--- src/rtl/cond_branch_pc_if.sv ---
// ---------------------------------------------------------------------------
// cond_branch_pc_if
// Instruction-fetch / register-file side bundle for the branch sequencer.
//   instr        8   instruction byte at the current PC
//   instr_valid  1   instr is valid this cycle
//   instr_ready  1   sequencer accepts instr this cycle
//   reg0         8   jump target address, sampled at accept
//   reg3         8   condition operand (two's complement), sampled at accept
// master = fetch/register-file side, slave = the sequencer.
// ---------------------------------------------------------------------------
interface cond_branch_pc_if;
    logic [7:0] instr;
    logic       instr_valid;
    logic       instr_ready;
    logic [7:0] reg0;
    logic [7:0] reg3;

    modport master (
        output instr,
        output instr_valid,
        output reg0,
        output reg3,
        input  instr_ready
    );

    modport slave (
        input  instr,
        input  instr_valid,
        input  reg0,
        input  reg3,
        output instr_ready
    );
endinterface

--- src/rtl/cond_branch_pc.sv ---
// ---------------------------------------------------------------------------
// cond_branch_pc
// Program counter and conditional-jump sequencer for the 8-bit core.
// Sequential instructions advance the PC by one. Conditional jumps
// (instr[7:6] == 2'b11) latch the condition code, operand and target,
// evaluate the condition one cycle later and commit either the target or
// PC+1 in the cycle after that.
// Ports:
//   clk          clock, all state updates on the rising edge
//   rst          synchronous active-high reset
//   en           global step enable, 0 freezes all state
//   bus          instruction / register handshake (slave modport)
//   pc           current program counter
//   cond_code    condition code of the last accepted jump
//   branch_busy  high while evaluating or committing a jump
//   taken_pulse  one-cycle pulse when the PC is loaded with a jump target
//   taken_cnt    saturating count of taken jumps
// ---------------------------------------------------------------------------
module cond_branch_pc #(
    parameter logic [7:0] RESET_PC = 8'd0,
    parameter int         CNT_W    = 8
) (
    input  logic               clk,
    input  logic               rst,
    input  logic               en,
    cond_branch_pc_if.slave    bus,
    output logic [7:0]         pc,
    output logic [2:0]         cond_code,
    output logic               branch_busy,
    output logic               taken_pulse,
    output logic [CNT_W-1:0]   taken_cnt
);

    typedef enum logic [1:0] {
        RUN    = 2'd0,
        EVAL   = 2'd1,
        COMMIT = 2'd2
    } state_t;

    state_t     state;
    state_t     state_next;
    logic [7:0] opnd;
    logic [7:0] tgt;
    logic       taken;
    logic       pulse_q;
    logic       is_jump;
    logic       accept;
    logic       cond_true;
    logic       opnd_z;
    logic       opnd_n;

    // Decode the instruction class, qualify the handshake and evaluate the
    // latched condition against the latched operand.
    always_comb begin
        is_jump   = (bus.instr[7:6] == 2'b11);
        accept    = (state == RUN) && bus.instr_valid && en;
        opnd_z    = (opnd == 8'h00);
        opnd_n    = opnd[7];
        cond_true = 1'b0;
        unique case (cond_code)
            3'd0:    cond_true = 1'b0;
            3'd1:    cond_true = opnd_z;
            3'd2:    cond_true = opnd_n;
            3'd3:    cond_true = opnd_z | opnd_n;
            3'd4:    cond_true = 1'b1;
            3'd5:    cond_true = ~opnd_z;
            3'd6:    cond_true = ~opnd_n;
            default: cond_true = ~opnd_z & ~opnd_n;
        endcase
    end

    // Next-state logic. Nothing moves while en is low; a jump always walks
    // RUN -> EVAL -> COMMIT -> RUN.
    always_comb begin
        state_next = state;
        if (en) begin
            unique case (state)
                RUN:     if (accept && is_jump) state_next = EVAL;
                EVAL:    state_next = COMMIT;
                COMMIT:  state_next = RUN;
                default: state_next = RUN;
            endcase
        end
    end

    // State register. Reset wins over en and drops any in-flight jump.
    always_ff @(posedge clk) begin
        if (rst) begin
            state <= RUN;
        end else begin
            state <= state_next;
        end
    end

    // Datapath: PC, latched jump context, taken flag, pulse and counter.
    // The pulse register is cleared while disabled so a pulse can never
    // reappear after en returns.
    always_ff @(posedge clk) begin
        if (rst) begin
            pc        <= RESET_PC;
            cond_code <= 3'd0;
            opnd      <= 8'h00;
            tgt       <= 8'h00;
            taken     <= 1'b0;
            pulse_q   <= 1'b0;
            taken_cnt <= '0;
        end else if (!en) begin
            pulse_q <= 1'b0;
        end else begin
            pulse_q <= 1'b0;
            unique case (state)
                RUN: begin
                    if (accept) begin
                        if (is_jump) begin
                            cond_code <= bus.instr[2:0];
                            opnd      <= bus.reg3;
                            tgt       <= bus.reg0;
                        end else begin
                            pc <= pc + 8'd1;
                        end
                    end
                end
                EVAL: begin
                    taken <= cond_true;
                end
                COMMIT: begin
                    if (taken) begin
                        pc      <= tgt;
                        pulse_q <= 1'b1;
                        if (taken_cnt != {CNT_W{1'b1}}) begin
                            taken_cnt <= taken_cnt + 1'b1;
                        end
                    end else begin
                        pc <= pc + 8'd1;
                    end
                end
                default: begin
                    pc <= pc;
                end
            endcase
        end
    end

    // Handshake and status outputs; the pulse is masked immediately by en.
    always_comb begin
        bus.instr_ready = (state == RUN);
        branch_busy     = (state != RUN);
        taken_pulse     = pulse_q & en;
    end

endmodule

--- src/flat_wrapper.sv ---
// flat-port wrapper written by rule: the top's interface ports become plain ports
module cond_branch_pc_flat 
#(
    parameter logic [7:0] RESET_PC = 8'd0,
    parameter int         CNT_W    = 8
)
  (clk, rst, en, pc, cond_code, branch_busy, taken_pulse, taken_cnt, bus_instr, bus_instr_valid, bus_reg0, bus_reg3, bus_instr_ready);
  cond_branch_pc_if bus_i ();
  input  logic clk;
  input  logic rst;
  input  logic en;
  output logic [7:0] pc;
  output logic [2:0] cond_code;
  output logic branch_busy;
  output logic taken_pulse;
  output logic [CNT_W-1:0] taken_cnt;
  input wire logic [$bits(bus_i.instr)-1:0] bus_instr;
  input wire logic [$bits(bus_i.instr_valid)-1:0] bus_instr_valid;
  input wire logic [$bits(bus_i.reg0)-1:0] bus_reg0;
  input wire logic [$bits(bus_i.reg3)-1:0] bus_reg3;
  output wire logic [$bits(bus_i.instr_ready)-1:0] bus_instr_ready;
  assign bus_i.instr = bus_instr;
  assign bus_i.instr_valid = bus_instr_valid;
  assign bus_i.reg0 = bus_reg0;
  assign bus_i.reg3 = bus_reg3;
  assign bus_instr_ready = bus_i.instr_ready;
  cond_branch_pc #(.RESET_PC(RESET_PC), .CNT_W(CNT_W)) u_core (.clk(clk), .rst(rst), .en(en), .bus(bus_i), .pc(pc), .cond_code(cond_code), .branch_busy(branch_busy), .taken_pulse(taken_pulse), .taken_cnt(taken_cnt));
endmodule
--- config.mk ---
export PLATFORM = sky130hd
export DESIGN_NAME = cond_branch_pc_flat
export DESIGN_NICKNAME = d
export VERILOG_FILES = /design/src/rtl/cond_branch_pc_if.sv /design/src/rtl/cond_branch_pc.sv /design/src/flat_wrapper.sv
export SDC_FILE = /design/constraint.sdc
export NUM_CORES = 1
export LEC_CHECK = 0
export CORE_MARGIN = 4
export CORE_UTILIZATION = 48
export DETAILED_ROUTE_END_ITERATION = 16
export PLACE_DENSITY_LB_ADDON = 0.1
export SETUP_SLACK_MARGIN = 0.02
export SLEW_MARGIN = 15
export SYNTH_ARGS = -nofsm -noshare
export SYNTH_HDL_FRONTEND = slang
export SYNTH_SLANG_ARGS = --single-unit
--- constraint.sdc ---
create_clock -name clk -period 1.95 [get_ports clk]
set_input_delay 0.195 -clock clk [delete_from_list [all_inputs] [get_ports clk]]
set_output_delay 0.195 -clock clk [all_outputs]
set_load 0.01 [all_outputs]
==> run summary, run 1 <==
result of the run - finished, final reports clean
power per unit of standard cell area - 656 nW/um^2
Synthesized Nets - 248
drt drc - 0
post-placement cell count - 305
clock network latency to the later pin of the worst-skew pair - 0.29 ns
post-layout min period - 1.79 ns
clock-pin slew on the worst setup and hold paths - 0.08 ns
Top FF cell, synth - dfxtp_1
endpoint of the worst-slack reg-to-reg timing path - u_core.tgt[5]$_SDFFE_PP0P_
Iter 0 DRT Violations - 143
number of hold buffers added after CTS - 0
Max Cap Viol - 0
multi-input gate area in the final layout - 987 um^2
Least-Margin Pin Slew - 0.686 ns
R2R Path Start - u_core.state[1]$_SDFFE_PP0P_
Hold Fails Final Rpt - 0
number of cells produced by synthesis - 218
Slew Viols, Final - 0
initial antenna violation count - 0
total wire length - 4010 um
largest net degree at the start of global routing - 21
Setup WS pre-CTS - 0.00164 ns
cts repair resizes - 0
cell area after technology mapping - 1840 um^2
number of storage elements in the synthesis netlist - 39
number of post-CTS setup repair buffers - 0
detailed-routing iteration count for the pre-antenna-repair pass - 4
number of buffers inserted during clock tree synthesis - 5
root buffer cell - clkbuf_8
longest individual stage delay on the worst path - 0.55 ns
Critical path buffers and inverters - 2
register cell area after layout - 781 um^2
number of enable-type register cells in the synthesized netlist - 0
worst path required time - 1.75 ns
Seq/Total Area, Yosys - 0.424
maximum vdd ir drop - 0.506 mV
antenna cell count - 0
type of element capturing the critical path - primary output
first-pass GRT wire length - 6770 um
Antenna Nets Post-Route - 0
Setup TNS Final - 0 ns
io pins - 50
DR vias/cell - 5.29
Power, Total - 1600 uW
Crit path arrival time - 1.60 ns
final period utilization - 0.918
kind of cell adding the most delay to the critical path - buffers and inverters
Crit. path cell count - 3
effective utilization at floorplan - 0.500
HPWL Detailed - 2930 um
start point of the critical path - u_core.state[1]$_SDFFE_PP0P_
unrepaired setup endpoints after global routing - no
Synth cell types - 53
CTS tree - done
maximum operating frequency - 559 MHz
leakage power of the design - 0.000845 uW
critical path endpoint - branch_busy
kind of start point of the critical path - register
Overflow after GRT - 0
count of input and output buffers - 46
per-instance average area after synthesis - 8.45 um^2
leading cell types in the layout, fill and taps excluded - nand2_1 (46), clkdlybuf4s50_1 (46), dfxtp_1 (39)
aggregate global-route resource usage - 0.171
final cell count without fillers - 312
proportion of layout cells with a drive suffix above 1 - 0.0833
area of the core - 3690 um^2
per-cell routed wire length - 12.9 um
site row count - 22
highest fanout seen on the critical path - 10
nets - 294
routed via count - 1651
maximum buffer depth of the clock tree - 2
proportion of register bits with asynchronous set or reset after synthesis - 0
# clock sinks - 39
relative slew slack - 0.543
number of cells on the worst reg-to-reg path - 5
routability congestion estimate - 0.875
Slowest cell on crit path - dfxtp_1
# H-tree levels - 2
worst-path cell chain - nor2_2 -> inv_2 -> clkdlybuf4s50_1
Post-Route Skew - 0.00564 ns
register-to-register setup slack - 0.26 ns
Area growth, synth to finish - 32.4%
die area - 4900 um^2
die width - 70.0 um
post-route worst setup slack - 0.160 ns
vias in the first global route - 1533
worst hold path class - in2reg
die extent in y - 70.0 um
number of fillers in the final layout - 335
Final Setup Violations - 0
critical path class - reg2out
synthesis warning total - 0
## metal layers
metal	vias to the layer above	global-route usage	routed length (um)
li1	866	-	-
met1	736	0.216	1890
met2	43	0.275	1850
met3	6	0.0619	227
met4	0	0.0447	41
met5	-	0	0
## worst min-delay path: cells and delay by family
family	cells	cell delay, ns
buffers and inverters	1	0.39
AND/OR/NAND/NOR	1	0.05
AO/OA/AOI/OAI	1	0.05
## through the flow
stage / instance area, um^2 / hold slack, ns / utilization
after floorplan: 1840 / 0.331 / -
after global placement: 2330 / 0.440 / 0.633
after detailed placement: 2330 / 0.445 / 0.633
after CTS: 2440 / 0.438 / 0.661
after global routing: 2440 / 0.452 / 0.661
final: 2440 / 0.441 / 0.661
## sequential cells by signal (all words and copies together), names as in the netlist
name	count
u_core.opnd	8
u_core.pc	8
u_core.taken_cnt	8
u_core.tgt	8
u_core.cond_code	3
u_core.state	2
u_core.pulse_q	1
u_core.taken	1
## layout make-up
class	instances	area share
clock buffers	5	0.0282
flip-flops and latches	39	0.320
inverters	6	0.00923
multi-input cells	163	0.405
clock inverters	2	0.0154
repair buffers	49	0.198
well taps	48	0.0246
## where the power goes
group          switching (uW)  leakage [uW]  total [uW]  internal, uW
logic                    55.3      0.000480         128          73.0
registers                12.8      0.000315         821           808
clock network             279     0.0000502         652           374
## logic make-up after synthesis
group / Yosys count / share of synthesized area
simple gates: 99 / 0.288
buf+inv: 16 / 0.0407
fa+ha+maj: 2 / 0.0136
compound gates: 53 / 0.189
flops: 39 / 0.424
mux: 4 / 0.0217
xor+xnor: 5 / 0.0238
## worst min path at each step
stage | startpoint | endpoint | slack, ns | depth (start not counted)
6_report | bus_reg0[0] | u_core.tgt[0]$_SDFFE_PP0P_ | 0.44 | 3
3_5_place_dp | u_core.opnd[1]$_SDFFE_PP0P_ | u_core.opnd[1]$_SDFFE_PP0P_ | 0.45 | 2
5_1_grt | bus_reg0[4] | u_core.tgt[4]$_SDFFE_PP0P_ | 0.45 | 3
3_3_place_gp | u_core.tgt[2]$_SDFFE_PP0P_ | u_core.tgt[2]$_SDFFE_PP0P_ | 0.44 | 2
4_1_cts | bus_reg3[3] | u_core.opnd[3]$_SDFFE_PP0P_ | 0.44 | 3
2_1_floorplan | bus_reg3[2] | u_core.opnd[2]$_SDFFE_PP0P_ | 0.33 | 2
## synth_stat cells (2+ instances only)
cell type  count  share of area
a21oi_1       30          0.081
o21a_1         2         0.0081
buf_2          2         0.0054
o21ai_0        4          0.011
xor2_1         2         0.0095
nand3_1       10          0.027
nor2_1        11          0.022
nor3_1         4          0.011
mux2i_1        4          0.022
o211ai_1       2         0.0081
a211oi_1       2         0.0081
nand2_1       46          0.094
nand2b_1       4          0.014
xnor2_1        3          0.014
inv_1          5          0.010
nand4_1        5          0.017
dfxtp_1       39           0.42
buf_4          3          0.012
ha_1           2          0.014
clkbuf_1       3         0.0061
o32ai_1        2         0.0095
a31o_1         2         0.0095
(Power assumes the default switching activity.)
==> inputs of run 2 (changes only) <==
--- a/config.mk
+++ b/config.mk
@@ -5,6 +5,8 @@
 export SDC_FILE = /design/constraint.sdc
 export NUM_CORES = 1
 export LEC_CHECK = 0
+export CAP_MARGIN = 30
+export CORE_ASPECT_RATIO = 0.8
 export CORE_MARGIN = 4
 export CORE_UTILIZATION = 48
 export DETAILED_ROUTE_END_ITERATION = 16
==> run 2 against run 1 <==
Effect of this change:
- count of clock-buffer cells in the layout grew 1
- worst setup slack better by 0.0044 ns
- global-route usage increased by 1.3 points
- clock power grew 6.7%
- die area rose by 0.12%
- largest cell class unchanged
- largest power group unchanged
==> run summary, run 2 (synthesis gave the netlist of run 1 again) <==
result of the run - finished, final reports clean
Final Instance Area - 2490 um^2 (+1.9%)
proportion of layout cells with a drive suffix above 1 - 0.100 (+0.0170)
routed via count - 1704 (+3.2%)
Slew Viols, Final - 0 (unchanged)
Overflow after GRT - 0 (unchanged)
cell count of the worst hold path - 3 (unchanged)
cts repair resizes - 0 (unchanged)
Setup TNS Final - 0 ns (unchanged)
number of hold buffers added after CTS - 0 (unchanged)
root buffer cell - clkbuf_8
Iter 0 DRT Violations - 97 (-32%)
clock network latency to the later pin of the worst-skew pair - 0.30 ns (about the same)
per-cell routed wire length - 13.4 um (+4.0%)
drt drc - 0 (unchanged)
type of element capturing the critical path - primary output
site row count - 19 (-14%)
initial antenna violation count - 0 (unchanged)
# H-tree levels - 2 (unchanged)
Least-Margin Pin Slew - 0.392 ns (-0.293 ns)
Crit path arrival time - 1.59 ns (about the same)
DR vias/cell - 5.48 (+3.5%)
die extent in y - 63.4 um (-9.4%)
maximum vdd ir drop - 0.516 mV (+2.0%)
unrepaired setup endpoints after global routing - no
total wire length - 4160 um (+3.7%)
largest net degree at the start of global routing - 21 (unchanged)
power per unit of standard cell area - 664 nW/um^2 (+1.1%)
highest fanout seen on the critical path - 10 (unchanged)
area of the core - 3570 um^2 (-3.3%)
Area growth, synth to finish - 34.9%
detailed-routing iteration count for the pre-antenna-repair pass - 4 (unchanged)
maximum operating frequency - 560 MHz (+0.24%)
Cell Area, Placed - 2370 um^2 (+1.5%)
post-layout min period - 1.79 ns (-0.00437 ns)
Post-Route Skew - 0.00787 ns (+0.00223 ns)
final period utilization - 0.916 (-0.00224)
aggregate global-route resource usage - 0.183 (+0.0126)
Hold Fails Final Rpt - 0 (unchanged)
Max Cap Viol - 0 (unchanged)
number of buffers inserted during clock tree synthesis - 5 (unchanged)
# clock sinks - 39 (unchanged)
vias in the first global route - 1673 (+9.1%)
first-pass GRT wire length - 7380 um (+9.1%)
count of input and output buffers - 46 (unchanged)
kind of start point of the critical path - register
CTS tree - done
critical path class - reg2out
HPWL Detailed - 2980 um (+1.8%)
worst path required time - 1.75 ns (about the same)
die area - 4900 um^2 (+0.12%)
leakage power of the design - 0.000877 uW (+3.8%)
maximum buffer depth of the clock tree - 2 (unchanged)
relative slew slack - 0.732 (+0.189)
number of cells on the worst reg-to-reg path - 4 (-1)
antenna cell count - 0 (unchanged)
io pins - 50 (unchanged)
nets - 298 (+1.4%)
Final Setup Violations - 0 (unchanged)
Antenna Nets Post-Route - 0 (unchanged)
number of post-CTS setup repair buffers - 0 (unchanged)
routability congestion estimate - 0.899 (+2.8%)
die width - 77.3 um (+10%)
clock-pin slew on the worst setup and hold paths - 0.08 ns (about the same)
effective utilization at floorplan - 0.517 (+0.0172)
worst hold path class - in2reg
leading cell types in the layout, fill and taps excluded - nand2_1 (46), clkdlybuf4s50_1 (46), dfxtp_1 (39)
==> run 2: cell types whose count changed in the layout (fill, tap and decap cells not counted) <==
cell,before,now
buf_4,3,6
buf_12,0,1
clkbuf_8,5,6
clkinv_2,0,1
clkinvlp_4,1,0
==> run 2: report_power, final <==
group / total, uW / internal (uW) / switching [uW]
clock network: 696 / 414 / 283
registers: 819 / 808 / 11.5
logic: 134 / 76.9 / 56.9
==> run 2: worst paths after layout <==
check / startpoint / end / slack [ns]
worst max-delay path: u_core.state[1]$_SDFFE_PP0P_ / branch_busy / 0.16
worst min-delay path: bus_reg3[2] / u_core.opnd[2]$_SDFFE_PP0P_ / 0.44
worst max register to register: u_core.state[1]$_SDFFE_PP0P_ / u_core.taken_cnt[7]$_SDFFE_PP0P_ / 0.42
worst min register to register: u_core.tgt[2]$_SDFFE_PP0P_ / u_core.tgt[2]$_SDFFE_PP0P_ / 0.46
==> run 2: metal layers <==
layer	global-route usage	vias up	wire [um]
li1	-	874	-
met1	0.253	778	2150
met2	0.274	44	1730
met3	0.0470	8	208
met4	0.0711	0	69
met5	0	-	0
==> run 2: per-stage QoR <==
stage | worst slack [ns] | hold slack (ns) | instances | util | power (uW)
floorplan | 0.474 | 0.331 | 218 | - | 891
global placement | 0.163 | 0.442 | 303 | 0.664 | 971
detailed placement | 0.126 | 0.444 | 303 | 0.664 | 972
CTS | 0.158 | 0.436 | 311 | 0.697 | 1660
global route | 0.0711 | 0.444 | 311 | 0.697 | 1710
finish | 0.164 | 0.443 | 311 | 0.697 | 1650
==> run 2: worst max-delay path: stages, from the launching register on <==
cell,delay [ns]
dfxtp_1,0.56
nor2_2,0.10
inv_2,0.10
clkdlybuf4s50_1,0.54
==> run 2: layout make-up <==
class	instances	area, um^2
Timing Repair Buffer	53	526
Fill cell	306	1080
Clock buffer	6	82.6
Multi-Input combinational cell	163	987
Clock inverter	2	35.0
Sequential cell	39	781
Tap cell	42	52.6
Inverter	6	22.5
==> inputs of run 3 (changes only) <==
--- a/config.mk
+++ b/config.mk
@@ -5,7 +5,7 @@
 export SDC_FILE = /design/constraint.sdc
 export NUM_CORES = 1
 export LEC_CHECK = 0
-export CAP_MARGIN = 30
+export ABC_CLOCK_PERIOD_IN_PS = 1950
 export CORE_ASPECT_RATIO = 0.8
 export CORE_MARGIN = 4
 export CORE_UTILIZATION = 48
==> results of run 3 <==
Same layout as run 2: the final DEF is identical, and so are final timing and power.
